[src/rtl/au_pkg.sv]
// au_pkg: shared definitions for the arithmetic-unit result drain.
// Holds the drain FSM state encoding, the per-mode lane widths and the
// default arithmetic_unit latency.
package au_pkg;

  // Default number of cycles from operand capture to a valid product.
  localparam int AU_LAT_DEFAULT = 2;

  // Lane widths taken from the 32-bit product.
  // Mode 0: a single 24-bit lane in p[23:0].
  // Mode 1: two 16-bit lanes, p[15:0] and p[31:16].
  localparam int LANE_W_M0 = 24;
  localparam int LANE_W_M1 = 16;

  // Drain FSM states.
  typedef enum logic [1:0] {
    IDLE  = 2'd0,
    ACCUM = 2'd1,
    HOLD  = 2'd2
  } drain_state_e;

endpackage

[src/rtl/au_align_pipe.sv]
// au_align_pipe: fixed-depth register delay line with synchronous,
// active-high reset. Used to line up beat control with the product that
// leaves the arithmetic_unit DEPTH cycles later.
module au_align_pipe #(
  parameter int WIDTH = 3,
  parameter int DEPTH = 2
) (
  input  logic             clk,
  input  logic             reset,
  input  logic [WIDTH-1:0] din,
  output logic [WIDTH-1:0] dout
);

  generate
    if (DEPTH == 0) begin : g_bypass
      assign dout = din;
    end else begin : g_delay
      logic [WIDTH-1:0] stage [DEPTH];

      // Shift register; reset flushes everything in flight
      always_ff @(posedge clk) begin
        if (reset) begin
          for (int i = 0; i < DEPTH; i++) stage[i] <= '0;
        end else begin
          stage[0] <= din;
          for (int i = 1; i < DEPTH; i++) stage[i] <= stage[i-1];
        end
      end

      assign dout = stage[DEPTH-1];
    end
  endgenerate

endmodule

[src/rtl/au_result_drain.sv]
// au_result_drain: accumulates arithmetic_unit products over a group of
// beats and holds the group result until the consumer takes it.
// Beat control (valid/mode/last) is delayed AU_LAT cycles so it lines up
// with p. Mode 0 accumulates one 24-bit lane, mode 1 two 16-bit lanes.
// ACC_W must be at least 24.
// Optional feature: define AU_DRAIN_SAT_EN for saturating lane adds;
// otherwise accumulation wraps modulo 2^ACC_W.
module au_result_drain
  import au_pkg::*;
#(
  parameter int AU_LAT   = AU_LAT_DEFAULT,
  parameter int BEAT_NUM = 16,
  parameter int ACC_W    = 40
) (
  input  logic                            clk,
  input  logic                            reset,
  input  logic                            in_valid,
  input  logic                            in_mode,
  input  logic                            in_last,
  input  logic [31:0]                     p,
  output logic                            out_valid,
  input  logic                            out_ready,
  output logic signed [ACC_W-1:0]         out_acc0,
  output logic signed [ACC_W-1:0]         out_acc1,
  output logic                            out_mode,
  output logic [$clog2(BEAT_NUM+1)-1:0]   out_cnt,
  output logic                            err
);

  localparam int                 CNT_W    = $clog2(BEAT_NUM + 1);
  localparam logic [CNT_W-1:0]   BEAT_MAX = CNT_W'(BEAT_NUM);
  localparam bit                 ONE_BEAT = (BEAT_NUM == 1);

`ifdef AU_DRAIN_SAT_EN
  localparam logic signed [ACC_W-1:0] ACC_MAX = {1'b0, {(ACC_W-1){1'b1}}};
  localparam logic signed [ACC_W-1:0] ACC_MIN = {1'b1, {(ACC_W-1){1'b0}}};

  // Signed add clamped to the ACC_W range on overflow.
  function automatic logic signed [ACC_W-1:0] lane_add(
    input logic signed [ACC_W-1:0] a,
    input logic signed [ACC_W-1:0] b
  );
    logic signed [ACC_W-1:0] sum;
    sum = a + b;
    if ((a[ACC_W-1] == b[ACC_W-1]) && (sum[ACC_W-1] != a[ACC_W-1]))
      sum = a[ACC_W-1] ? ACC_MIN : ACC_MAX;
    return sum;
  endfunction
`else
  // Plain two's-complement add; overflow wraps modulo 2^ACC_W.
  function automatic logic signed [ACC_W-1:0] lane_add(
    input logic signed [ACC_W-1:0] a,
    input logic signed [ACC_W-1:0] b
  );
    return a + b;
  endfunction
`endif

  // ---- Stage p0: beat control realigned with the product ----
  logic [2:0] ctl_in;
  logic [2:0] ctl_p0;
  logic       vld_p0;
  logic       mode_p0;
  logic       last_p0;

  assign ctl_in = {in_valid, in_mode, in_last};

  au_align_pipe #(
    .WIDTH (3),
    .DEPTH (AU_LAT)
  ) u_align (
    .clk   (clk),
    .reset (reset),
    .din   (ctl_in),
    .dout  (ctl_p0)
  );

  assign vld_p0  = ctl_p0[2];
  assign mode_p0 = ctl_p0[1];
  assign last_p0 = ctl_p0[0];

  // Lane extraction from the product (signed views of the raw bits).
  logic signed [LANE_W_M0-1:0] m0_lane_p0;
  logic signed [LANE_W_M1-1:0] lo_lane_p0;
  logic signed [LANE_W_M1-1:0] hi_lane_p0;
  logic signed [ACC_W-1:0]     add0_p0;
  logic signed [ACC_W-1:0]     add1_p0;

  assign m0_lane_p0 = p[LANE_W_M0-1:0];
  assign lo_lane_p0 = p[LANE_W_M1-1:0];
  assign hi_lane_p0 = p[2*LANE_W_M1-1:LANE_W_M1];

  // Sign-extend the active lanes of the beat to accumulator width
  always_comb begin
    add0_p0 = '0;
    add1_p0 = '0;
    if (mode_p0) begin
      add0_p0 = ACC_W'(lo_lane_p0);
      add1_p0 = ACC_W'(hi_lane_p0);
    end else begin
      add0_p0 = ACC_W'(m0_lane_p0);
    end
  end

  // ---- Stage p1: group state and accumulators ----
  drain_state_e            state;
  logic                    mode_q;
  logic [CNT_W-1:0]        cnt;
  logic [CNT_W-1:0]        cnt_inc;
  logic                    err_q;
  logic signed [ACC_W-1:0] acc0_p1;
  logic signed [ACC_W-1:0] acc1_p1;
  logic                    mode_mis_p0;
  logic                    load_p0;
  logic                    add_en_p0;

  assign cnt_inc     = cnt + CNT_W'(1);
  assign mode_mis_p0 = (mode_p0 != mode_q);
  // First beat of a group overwrites the accumulators; later matching
  // beats add into them. Beats in HOLD or with the wrong mode are dropped.
  assign load_p0     = (state == IDLE) && vld_p0;
  assign add_en_p0   = (state == ACCUM) && vld_p0 && !mode_mis_p0;

  // Group control: state transitions, beat count, latched mode, sticky error
  always_ff @(posedge clk) begin
    if (reset) begin
      state  <= IDLE;
      mode_q <= 1'b0;
      cnt    <= '0;
      err_q  <= 1'b0;
    end else begin
      case (state)
        IDLE: begin
          if (vld_p0) begin
            mode_q <= mode_p0;
            cnt    <= CNT_W'(1);
            state  <= (last_p0 || ONE_BEAT) ? HOLD : ACCUM;
          end
        end
        ACCUM: begin
          if (vld_p0) begin
            if (mode_mis_p0) begin
              err_q <= 1'b1;
            end else begin
              cnt <= cnt_inc;
              if (last_p0 || (cnt_inc == BEAT_MAX)) state <= HOLD;
            end
          end
        end
        HOLD: begin
          if (vld_p0) err_q <= 1'b1;
          if (out_ready) state <= IDLE;
        end
        default: state <= IDLE;
      endcase
    end
  end

  // Lane accumulators: load on the group's first beat, add on later beats
  always_ff @(posedge clk) begin
    if (reset) begin
      acc0_p1 <= '0;
      acc1_p1 <= '0;
    end else if (load_p0) begin
      acc0_p1 <= add0_p0;
      acc1_p1 <= add1_p0;
    end else if (add_en_p0) begin
      acc0_p1 <= lane_add(acc0_p1, add0_p0);
      acc1_p1 <= lane_add(acc1_p1, add1_p0);
    end
  end

  assign out_valid = (state == HOLD);
  assign out_acc0  = acc0_p1;
  assign out_acc1  = acc1_p1;
  assign out_mode  = mode_q;
  assign out_cnt   = cnt;
  assign err       = err_q;

endmodule
[config.mk]
export PLATFORM = sky130hd
export DESIGN_NAME = au_result_drain
export DESIGN_NICKNAME = d
export VERILOG_FILES = /design/src/rtl/au_pkg.sv /design/src/rtl/au_align_pipe.sv /design/src/rtl/au_result_drain.sv
export SDC_FILE = /design/constraint.sdc
export NUM_CORES = 1
export LEC_CHECK = 0
export CAP_MARGIN = 20
export CORE_UTILIZATION = 45
export DETAILED_ROUTE_END_ITERATION = 6
export GPL_TIMING_DRIVEN = 0
export PLACE_DENSITY = 0.79
export SYNTH_ARGS = -nofsm -noshare
export SYNTH_HDL_FRONTEND = slang
export SYNTH_HIERARCHICAL = 1
export SYNTH_SLANG_ARGS = --single-unit
[constraint.sdc]
create_clock -name clk -period 4.6 [get_ports clk]
set_input_delay 0.69 -clock clk [delete_from_list [all_inputs] [get_ports clk]]
set_output_delay 0.69 -clock clk [all_outputs]
set_load 0.02 [all_outputs]
Yosys cells after proc, flatten, opt, wreduce, memory -nomap -nowiden. Memories as Yosys holds them, arrays and structs flattened. Cells that the tools add are included.

Flip-flop bits (word level): 89. Bits in latches: 0. Memory bits (writable): 6. Memory bits (read-only): 0. Input bits: 38. Output and inout port bits: 88. Logic and storage cells: 62. Memories: 1.

Add/sub/neg operators: 3. $mul: 0. Divide/modulo/power cells: 0. Order comparisons: 0. Eq/ne operators: 11. Shifts and indexed selects: 0. Multiplexer cells: 26. Bitwise gates (word level): 2. Reduce and logical (&&, ||, !) cells: 13.

Memory list: u_align.g_delay.stage (depth 2, width 3, read ports 2, clocked after memory_dff 0, wr ports 2, RTL line au_align_pipe.sv:18) `logic [WIDTH-1:0] stage [DEPTH];`.

Operator list (number): 2-to-1 mux 40 bit (6); adder 40 bit (2); 2-to-1 mux 5 bit (3); 2-to-1 mux 2 bit (6); case mux 5 bit (2 select lines) (1); inequality test 2 bit, second input constant (4); AND reduction 4 bit (2); 2-to-1 mux 1 bit (6); 2-to-1 mux 3 bit (2); inequality test 2 x 1 -> 1 bit, second input constant (3); case mux 2 bit (3 select lines) (1); nonzero test 2 bit (3); adder 5 x 1 -> 5 bit, second input constant (1); == test 5 bit, second input constant (1); AND reduction 5 bit (1); logical AND 1 bit (3); == test 2 x 1 -> 1 bit, second input constant (1); == test 2 bit, second input constant (1); zero test 2 bit (1); OR 1 bit (2); case mux 1 bit (2 select lines) (1); AND reduction 2 bit (1); zero test 1 bit (1); logical OR 1 bit (1); inequality test 1 bit (1).

Longest topological paths before layout.
Word-level depth: 7. Gate-level depth with buffers: 17. Mapped depth without buffers: 13.

Hierarchy. The synthesis kept the hierarchy.

By module, submodules not included: au_result_drain (times used 1, cells each 1160, area an instance 8421.8 um^2, seq. area each 1781.7 um^2); au_align_pipe (times used 1, cells each 15, area an instance 180.2 um^2, seq. area each 120.1 um^2).

Worst setup path after synthesis. OpenSTA, ideal clock, no wires.

Kind: input to register. Start point: input p[15]. End point: register acc0_p1[39] (netlist: out_acc0[39]). Setup time: 0.074 ns. Arrival time: 3.439 ns. Data required time: 4.526 ns. Setup slack: 1.087 ns. Stages on the path: 13. Buffers on the path: 0. Cells stage by stage: nand2_1 > o21a_1 > inv_1 > ha_1 > a21o_1 > a21o_1 > a21oi_1 > o21ai_1 > or4_1 > o221ai_2 > xnor2_1 > or3_1 > a31oi_1.

Cells in the longest elaborated chain, start to end: 4.

Ends and longest elaborated chain: from (decl) (RTL line au_result_drain.sv:20) `input logic [31:0] p,`; 2-to-1 mux 40 bit * (RTL line au_result_drain.sv:97) `if (mode_p0) begin`; adder 40 bit (RTL line au_result_drain.sv:55) `return a + b;`; 2-to-1 mux 40 bit (RTL line au_result_drain.sv:167) `end else if (add_en_p0) begin`; 2-to-1 mux 40 bit * (RTL line au_result_drain.sv:164) `end else if (load_p0) begin`; to (signal assigned) (RTL line au_result_drain.sv:165) `acc0_p1 <= add0_p0;`; to (signal assigned) (RTL line au_result_drain.sv:168) `acc0_p1 <= lane_add(acc0_p1, add0_p0);`; to (decl) (RTL line au_result_drain.sv:111) `logic signed [ACC_W-1:0] acc0_p1;`.

Mark *: on every way between the ends. The rest lies on a longest branch, timed or not. The select of a mux whose other input is x is not followed. A chain may end at the register's enable or synchronous reset.

Worst setup path after layout. Ends and elaborated chain as after synthesis.

==> results.sh <==
export IMPL_outcome="completed"
export IMPL_fin_worst_skew_ns=0.01294
export IMPL_hp_start="u_align/g_delay.stage[0][2]"
export IMPL_synth_area_um2=8602
export IMPL_ys_warn_count=6
export IMPL_rsz0062_at_grt="no"
export IMPL_leakage_uw=0.004078
export IMPL_die_area_um2=19670
export IMPL_final_common_cell="nor2_1"
export IMPL_worst_pin_slew_ns=1.070
export IMPL_grt_max_degree=19
export IMPL_clock_path_buffers=2
export IMPL_maxCapViolCount=0
export IMPL_clk_pin_slew_ns=0.07
export IMPL_worstHoldEndpoint="u_align/g_delay.stage[0][5]"
export IMPL_met1Wirelength_mm=13.79
export IMPL_ctsHtreeMaxLevel=3
export IMPL_holdPathStages=1
export IMPL_hold_viol_final=0
export IMPL_crit_path_max_fanout=16
export IMPL_path_class="in2reg"
export IMPL_dp_hpwl_mm=24.10
export IMPL_finalCriticalPeriod_ns=4.385
export IMPL_max_freq_ghz=0.2280
export IMPL_die_w_um=140.3
export IMPL_grt_antenna_before_repair=0
export IMPL_areaGrowthSynthToFinish_pct=22.11
export IMPL_crit_reg2reg_launch="u_align/g_delay.stage[0][4]"
export IMPL_drt_total_wl_mm=32.57
export IMPL_finalHoldWorstSlack_ns=0.4397
export IMPL_drv_slew=0
export IMPL_initial_core_util=0.4599
export IMPL_drt_initial_drc_count=1278
export IMPL_wl_per_cell_um=20.94
export IMPL_cts_root_buf="clkbuf_16"
export IMPL_synth_seq_area_share=0.2211
export IMPL_drtPass1Iterations=5
export IMPL_vias_per_cell=6.483
export IMPL_syn_avg_cell_area_um2=7.321
export IMPL_rows=50
export IMPL_grt_first_pass_wirelength_mm=49.78
export IMPL_die_h_um=140.3
export IMPL_grt_overflow=0
export IMPL_ios=126
export IMPL_numCtsBuffers=9
export IMPL_cp_end_kind="flip-flop"
export IMPL_timing_rr_end="out_acc1[26]"
export IMPL_tritoncts="done"
export IMPL_cp_required_ns=4.89
export IMPL_power_uw=2427
export IMPL_mostFrequentLayoutCells="159 x nor2_1, 125 x clkdlybuf4s50_1, 112 x a21oi_1, 103 x nand2_1, 95 x dfxtp_1"
export IMPL_timing_final_ws_setup_ns=0.2145
export IMPL_finalSetupViolCount=0
export IMPL_dp_slack_ns=-0.1749
export IMPL_cts_sinks=95
export IMPL_top_layer_used="met4"
export IMPL_power_density_nw_per_um2=231.1
export IMPL_synth_edf_count=0
export IMPL_ir_worst_vdd_v=0.0001919
export IMPL_ys_seq_elements=95
export IMPL_nets=1411
export IMPL_antenna_cells=0
export IMPL_async_flop_share=0
export IMPL_drc=0
export IMPL_grt_pass1_vias=9146
export IMPL_max_slew_margin_rel=0.2838
export IMPL_route_vias_total=10080
export IMPL_crit_arrival_ns=4.68
export IMPL_wl_met2_mm=14.05
export IMPL_timing_final_crit_share=0.9534
export IMPL_portBuffers=125
export IMPL_syn_nets=1270
export IMPL_ys_flop_type="dfxtp_1"
export IMPL_grtUsageTotal=0.3263
export IMPL_core_um2=18710
export IMPL_synth_cell_types=96
export IMPL_rrSetupSlack_ns=0.22
export IMPL_antenna_left=0
export IMPL_synthCells=1175
export IMPL_hold_path_class="reg2reg"
export IMPL_reg2reg_depth=17
export IMPL_cp_start_kind="input pin"
export IMPL_gp_congestion=1.009
export IMPL_met3_length_mm=3.358
export IMPL_clk_latency_ns=0.37
export IMPL_drive_gt1_frac=0.05905
[synthesized netlist by cell type, types with 20 or more instances]
| library cell | n | share of area |
|---|---|---|
| xor2_1 | 22 | 0.022 |
| a21o_1 | 22 | 0.019 |
| a211oi_1 | 21 | 0.018 |
| nand2_1 | 103 | 0.045 |
| dfxtp_1 | 95 | 0.22 |
| inv_1 | 22 | 0.0096 |
| xnor2_1 | 26 | 0.026 |
| nor3_1 | 38 | 0.022 |
| nor2_1 | 159 | 0.069 |
| ha_1 | 55 | 0.080 |
| a21oi_1 | 112 | 0.065 |
| clkbuf_1 | 51 | 0.022 |
| o21ai_0 | 55 | 0.032 |
| nand3_1 | 31 | 0.018 |
| and3_1 | 20 | 0.015 |
| and2_1 | 25 | 0.018 |
| a31oi_1 | 25 | 0.018 |
[routing by layer]
metal  up-vias  track usage
li1       4647            -
met1      4696       0.4421
met2       618       0.5005
met3       120      0.05231
met4         0       0.1648
met5         -            0
[flip-flops by register name, indices dropped and copies added (netlist names)]
| signal | count |
|---|---|
| out_mode | 1 |
| out_cnt | 5 |
| out_acc0 | 40 |
| u_align/g_delay.stage | 6 |
| out_acc1 | 40 |
| err | 1 |
| state | 2 |
[through the flow]
stage | utilization | TNS [ns] | area (um2) | instances
floorplan | - | 0 | 8602 | 1175
global placement | 0.5424 | -0.1105 | 10150 | 1534
detailed placement | 0.5424 | -0.2442 | 10150 | 1534
CTS | 0.5590 | 0 | 10460 | 1550
global route | 0.5615 | 0 | 10500 | 1555
finish | 0.5615 | 0 | 10500 | 1555
[critical path: stages]
cell and delay [ns]:
clkdlybuf4s50_1 0.51, nand2_1 0.23, o21a_1 0.37, clkinvlp_4 0.15, buf_4 0.22, buf_4 0.16, ha_1 0.36, a21o_1 0.21
a21o_1 0.18, a21oi_1 0.19, o21ai_1 0.13, or4_1 0.49, o221ai_2 0.23, xnor2_1 0.09, or3_1 0.31, a31oi_1 0.15
[worst max-delay path by stage]
stage,depth (start not counted),startpoint,endpoint
after floorplan,13,p[15],out_acc0[39]
after global placement,14,p[15],out_acc0[32]
after detailed placement,14,p[15],out_acc0[32]
after CTS,17,u_align/g_delay.stage[0][4],out_acc1[32]
after global routing,17,u_align/g_delay.stage[0][4],out_acc1[28]
final,16,p[15],out_acc0[39]
[what timing repair did]
item                                    in CTS  in global routing
endpoints found under the setup margin       0                  5
hold buffers                                 0                  0
gates resized for setup                      0                  4
buffers inserted                             0                  5
[layout make-up]
type / instances / area [um2]
Fill cell: 1804 / 8202
Inverter: 22 / 86.33
Tap cell: 234 / 292.8
Sequential cell: 95 / 1902
Timing Repair Buffer: 130 / 1289
Clock buffer: 9 / 225.2
Clock inverter: 7 / 85.08
Buffer: 80 / 350.3
Multi-Input combinational cell: 978 / 6274
[logic make-up (layout without fill, tap and decap cells)]
family,Yosys count,count (layout),synth area share
adders and majority gates,57,57,0.08465
muxes,13,13,0.01542
AOI/OAI and AO/OA,388,388,0.3097
DFF,95,95,0.2211
xor gates and xnor gates,48,48,0.04887
buffers and inverters,102,248,0.05018
and+or+nand+nor,472,472,0.2701
[power breakdown]
part / switching (uW) / internal, uW / total, uW / leakage, uW
registers: 35.7 / 858 / 894 / 0.000774
clock network: 400 / 434 / 834 / 0.000146
logic: 413 / 285 / 699 / 0.00316
(Power assumes the default switching activity.)
